`src/rtl/key_search_pkg.sv`:
```
// ============================================================================
//  key_search_pkg : shared state encoding and printable-range defaults
//  Rev 1.0
// ============================================================================
`default_nettype none

package key_search_pkg;

   typedef enum logic [2:0] {
      ST_IDLE      = 3'd0,
      ST_START     = 3'd1,
      ST_WAIT_BUSY = 3'd2,
      ST_WAIT_DONE = 3'd3,
      ST_EVAL      = 3'd4,
      ST_DONE      = 3'd5
   } state_t;

   localparam logic [7:0]  c_PT_LO    = 8'h20;
   localparam logic [7:0]  c_PT_HI    = 8'h7E;
   localparam logic [23:0] c_STRIDE_1 = 24'd1;

endpackage

`default_nettype wire

```
`src/rtl/key_search_pt_printable.sv`:
```
// ============================================================================
//  pt_printable : flags a snooped plaintext write whose byte is unprintable
//  Rev 1.0
// ============================================================================
`default_nettype none

module pt_printable
   import key_search_pkg::*;
#(
   parameter logic [7:0] PT_LO = c_PT_LO,
   parameter logic [7:0] PT_HI = c_PT_HI
) (
   input  logic [7:0] i_addr,
   input  logic [7:0] i_data,
   input  logic       i_wren,
   output logic       o_bad
);

   logic w_out_of_range;

   // Address 0 carries the message length, not text, so it is never judged.
   assign w_out_of_range = (i_data < PT_LO) || (i_data > PT_HI);
   assign o_bad          = i_wren && (i_addr != 8'd0) && w_out_of_range;

endmodule

`default_nettype wire

```
`src/rtl/key_search.sv`:
```
// ============================================================================
//  key_search : steps an arc4 engine through candidate keys until the
//               snooped plaintext is fully printable or the key space wraps
//  Rev 1.0
// ============================================================================
`default_nettype none

module key_search
   import key_search_pkg::*;
#(
   parameter logic [7:0] PT_LO = c_PT_LO,
   parameter logic [7:0] PT_HI = c_PT_HI
) (
   input  logic        clk,
   input  logic        rst,
   input  logic        en,
   output logic        rdy,
   input  logic [23:0] key_start,
   input  logic [23:0] key_stride,
   output logic [23:0] key,
   output logic        key_valid,
   output logic        arc4_en,
   output logic [23:0] arc4_key,
   input  logic        arc4_rdy,
   input  logic [7:0]  pt_addr,
   input  logic [7:0]  pt_wrdata,
   input  logic        pt_wren
);

   state_t      r_state;
   logic        r_rdy;
   logic [23:0] r_cur_key;
   logic [23:0] r_stride;
   logic [23:0] r_key;
   logic        r_key_valid;
   logic        r_arc4_en;
   logic [23:0] r_arc4_key;
   logic        r_bad;

   logic        w_bad_wr;
   logic [24:0] w_sum;

   pt_printable #(
      .PT_LO (PT_LO),
      .PT_HI (PT_HI)
   ) u_pt_printable (
      .i_addr (pt_addr),
      .i_data (pt_wrdata),
      .i_wren (pt_wren),
      .o_bad  (w_bad_wr)
   );

   // Bit 24 is the carry that marks the end of the key space.
   assign w_sum = {1'b0, r_cur_key} + {1'b0, r_stride};

   always_ff @(posedge clk) begin
      if (rst) begin
         r_state     <= ST_IDLE;
         r_rdy       <= 1'b1;
         r_cur_key   <= 24'd0;
         r_stride    <= c_STRIDE_1;
         r_key       <= 24'd0;
         r_key_valid <= 1'b0;
         r_arc4_en   <= 1'b0;
         r_arc4_key  <= 24'd0;
         r_bad       <= 1'b0;
      end else begin
         r_arc4_en <= 1'b0;
         case (r_state)
            ST_IDLE, ST_DONE: begin
               if (en) begin
                  r_cur_key   <= key_start;
                  r_stride    <= (key_stride == 24'd0) ? c_STRIDE_1 : key_stride;
                  r_key_valid <= 1'b0;
                  r_rdy       <= 1'b0;
                  r_state     <= ST_START;
               end
            end
            ST_START: begin
               if (arc4_rdy) begin
                  r_arc4_en  <= 1'b1;
                  r_arc4_key <= r_cur_key;
                  r_bad      <= 1'b0;
                  r_state    <= ST_WAIT_BUSY;
               end
            end
            ST_WAIT_BUSY: begin
               if (w_bad_wr) begin
                  r_bad <= 1'b1;
               end
               if (!arc4_rdy) begin
                  r_state <= ST_WAIT_DONE;
               end
            end
            ST_WAIT_DONE: begin
               // A write coinciding with arc4_rdy rising still counts.
               if (w_bad_wr) begin
                  r_bad <= 1'b1;
               end
               if (arc4_rdy) begin
                  r_state <= ST_EVAL;
               end
            end
            ST_EVAL: begin
               if (!r_bad) begin
                  r_key       <= r_cur_key;
                  r_key_valid <= 1'b1;
                  r_rdy       <= 1'b1;
                  r_state     <= ST_DONE;
               end else if (w_sum[24]) begin
                  r_rdy   <= 1'b1;
                  r_state <= ST_DONE;
               end else begin
                  r_cur_key <= w_sum[23:0];
                  r_state   <= ST_START;
               end
            end
            default: begin
               r_rdy   <= 1'b1;
               r_state <= ST_IDLE;
            end
         endcase
      end
   end

   assign rdy       = r_rdy;
   assign key       = r_key;
   assign key_valid = r_key_valid;
   assign arc4_en   = r_arc4_en;
   assign arc4_key  = r_arc4_key;

endmodule

`default_nettype wire
```
`config.mk`:
```
export PLATFORM = sky130hd
export DESIGN_NAME = key_search
export DESIGN_NICKNAME = d
export VERILOG_FILES = /design/src/rtl/key_search_pkg.sv /design/src/rtl/key_search_pt_printable.sv /design/src/rtl/key_search.sv
export SDC_FILE = /design/constraint.sdc
export NUM_CORES = 1
export LEC_CHECK = 0
export CORE_MARGIN = 1.5
export CORE_UTILIZATION = 55
export CTS_CLUSTER_DIAMETER = 150
export DETAILED_ROUTE_END_ITERATION = 6
export GPL_ROUTABILITY_DRIVEN = 0
export PLACE_DENSITY_LB_ADDON = 0.2
export SLEW_MARGIN = 10
export SYNTH_ARGS = -nofsm -noshare
export SYNTH_HDL_FRONTEND = slang
export SYNTH_SLANG_ARGS = --single-unit
```
`constraint.sdc`:
```
create_clock -name clk -period 4.6 [get_ports clk]
set_input_delay 0.69 -clock clk [delete_from_list [all_inputs] [get_ports clk]]
set_output_delay 0.69 -clock clk [all_outputs]
set_load 0.03 [all_outputs]
```
==> key figures <==
Clock tree
  – Post-CTS Setup Inserts: 0
  – CTS buffer count: 9
  – Clk_lat worst skew: 380 ps
  – Root buf cell: clkbuf_8
  – Hold-fix buffers at CTS: 0
  – Maximum buffer depth of the clock tree: 2
  – Worst-path clk slew: 110 ps
  – TritonCTS Sinks: 103
  – Resize count post-CTS: 0
  – H-Tree Depth: 3
  – CTS tree: built

STA
  – Setup total negative slack: 0 ps
  – Slew headroom: 0.284
  – Fin. Hold Viols: 0
  – Maximum clock frequency: 289 MHz
  – Setup Skew: 13.9 ps
  – Slew Limit Fails: 0
  – Crit share post-route: 0.752
  – # setup viols final: 0
  – Tmin final: 3460 ps
  – RSZ-0062 raised after global routing: false
  – Worst-margin pin slew: 1070 ps

Synthesis
  – Yosys cell types: 57
  – Synth Warn #: 0
  – Leading area contributor after synthesis: dfxtp_1
  – Gate Count Post-Synth: 679
  – Post-synth top flop: dfxtp_1
  – Post-synth EDFFs: 0
  – Avg Cell Area, Syn: 7.94 um^2
  – Top-area cell type share of the netlist area: 0.382
  – Synth Net Count: 773
  – Mapped cell area: 0.00539 mm^2
  – Synth top cells by count: 187 x nand2_1, 103 x dfxtp_1, 95 x a21oi_1, 29 x clkbuf_1, 26 x nor3_1
  – Ranking of synthesized cells by area: dfxtp_1 38%, nand2_1 13%, a21oi_1 8.8%
  – Count leader, synth: nand2_1
  – Post-synthesis register bit count: 103
  – Post-synthesis sequential area ratio: 0.382
  – Asr flop ratio synth: 0

Global routing
  – Tot GR Track Use: 0.293
  – Met1 GRT Util: 0.390
  – Met3 GRT Util: 0.0321
  – GRT Max-Usage Layer: met2
  – First-pass GRT wire length: 24.0 mm
  – GR Util met2: 0.501
  – Initial antenna violation count: 0
  – Largest net degree at the start of global routing: 94
  – Remaining Overflow, GRT: 0
  – Number of global-route vias before repair: 4958

Layout
  – # nets final: 867
  – Area growth syn-to-layout: 26.0%
  – Reg area: 0.00206 mm^2
  – Fillcell total: 775
  – Ant. Diodes: 0
  – Share of cells above drive strength 1: 0.0617
  – Area occupied by multi-input gates: 0.00310 mm^2

Routing
  – DR iter-0 viols: 333
  – Routed vias/inst: 6.01
  – Pre-Repair DR Iteration Count: 7
  – Routed WL: 15.1 mm
  – Routed vias: 5452
  – DRC violations left: 0
  – WL/cell: 16.6 um
  – Antenna viol nets, final: 0

Power and ir drop
  – VDD IR-drop max: 194 uV
  – PwrDens: 297 mW/mm^2
  – Power, Total: 2020 uW
  – Pleak: 0.00249 uW

Flow run
  – Max capacitance violation total: 0

Critical path
  – Crit Path Category: register to register
  – Largest delay share family, worst path: compound AO/OA/AOI/OAI gates
  – Crit Path Max Fanout: 22
  – CP startpoint kind: register
  – CP Data Required Time: 4910 ps
  – Worst path cell trace: ha_1 -> fa_1 -> a21o_1 -> a221oi_2 -> a211o_2 -> nand3_4 -> a211oi_4 -> o221ai_1 -> a21oi_1
  – CP Capture Type: register
  – Crit path DAT: 3760 ps
  – Slowest cell on the critical path: a211oi_4
  – CP peak stage delay: 920 ps
  – Crit path buf inv count: 0

Place
  – DP HPWL: 10.8 mm
  – Port bufs: 119

Floorplanning
  – Row Count: 35
  – Die width: 102 um
  – Die area: 0.0104 mm^2
  – Initial Utilization: 0.575
  – Die Y: 102 um
  – Core area: 0.00937 mm^2
  – I/O Pins: 120

Outcome
  – Status: finished clean

Min path
  – Min-delay worst type: register to register
==> cell families after synthesis <==
group	count (synthesis)	synth area share
XOR/XNOR	16	0.0260
AND/OR/NAND/NOR	284	0.235
adder cells (fa/ha/maj)	25	0.0594
AO/OA/AOI/OAI	198	0.250
multiplexers	2	0.00371
buffers and inverters	51	0.0429
flip-flops	103	0.382
==> final timing paths <==
kind                start           end  slack [ps]  cells after the start
max          r_cur_key[0]  r_cur_key[2]        1140                      9
min               key[17]       key[17]         460                      2
max reg2reg  r_cur_key[0]  r_cur_key[2]        1140                      9
min reg2reg       key[17]       key[17]         460                      2
==> worst reg2reg max path: cells and delay by family (launching register included) <==
kind | cells | cell delay (ps)
and+or+nand+nor | 1 | 100
adders and majority gates | 2 | 670
AOI/OAI and AO/OA | 6 | 2290
DFF | 1 | 350
==> cell type report <==
cell class,instances,share of cell area
inverter,9,0.00497
clock buffer,10,0.0203
multi-input combinational,525,0.457
sequential,103,0.304
timing repair buffer,125,0.181
tap,129,0.0238
clock inverter,6,0.00921
==> where the power goes <==
part | leakage [uW] | total (uW) | internal (uW) | switching, uW
sequential | 0.000840 | 996 | 940 | 55.2
clock | 0.000102 | 578 | 226 | 352
combinational | 0.00155 | 443 | 194 | 250
==> per-layer routing <==
layer,vias up,share of wire
met5,-,0
met4,0,0.013
met3,18,0.082
met2,257,0.48
met1,2559,0.42
li1,2618,-
==> cell usage in the layout (no fill, tap or decap), drive strengths merged, types with 3 or more instances in the layout <==
master	netlist	routed
nand3	9	9
dfxtp	103	103
nor3	26	26
nor2b	3	3
nand4	7	7
a311oi	12	12
o21a	3	3
a31oi	6	6
o31ai	8	8
nand2	188	188
o21ai	20	20
clkinv	0	3
nor4	8	8
and4	4	4
nor2	17	17
a41oi	5	5
or3	4	4
xnor2	12	12
a21o	15	15
and3	4	4
xor2	4	4
clkdlybuf4s50	0	118
a211oi	11	11
clkbuf	29	10
nand2b	4	4
a211o	4	4
and2	3	3
inv	9	12
nand3b	6	6
buf	13	7
a21oi	95	95
ha	24	24
o211ai	5	5
==> sequential cells by signal (all words and copies together) (netlist names) <==
register,count
rdy,1
key,24
arc4_key,24
key_valid,1
r_stride,24
r_bad,1
r_state,3
r_cur_key,24
arc4_en,1
==> metrics by stage <==
step / setup WS (ps) / util / cell area [um^2] / hold WS [ps] / instances
floorplan: 1960 / - / 5390 / 440 / 679
global placement: 1380 / 0.703 / 6590 / 445 / 891
detailed placement: 1190 / 0.703 / 6590 / 446 / 891
CTS: 1180 / 0.725 / 6790 / 462 / 907
global route: 970 / 0.725 / 6790 / 485 / 907
finish: 1140 / 0.725 / 6790 / 461 / 907
Power figures use the tool's default switching activity.
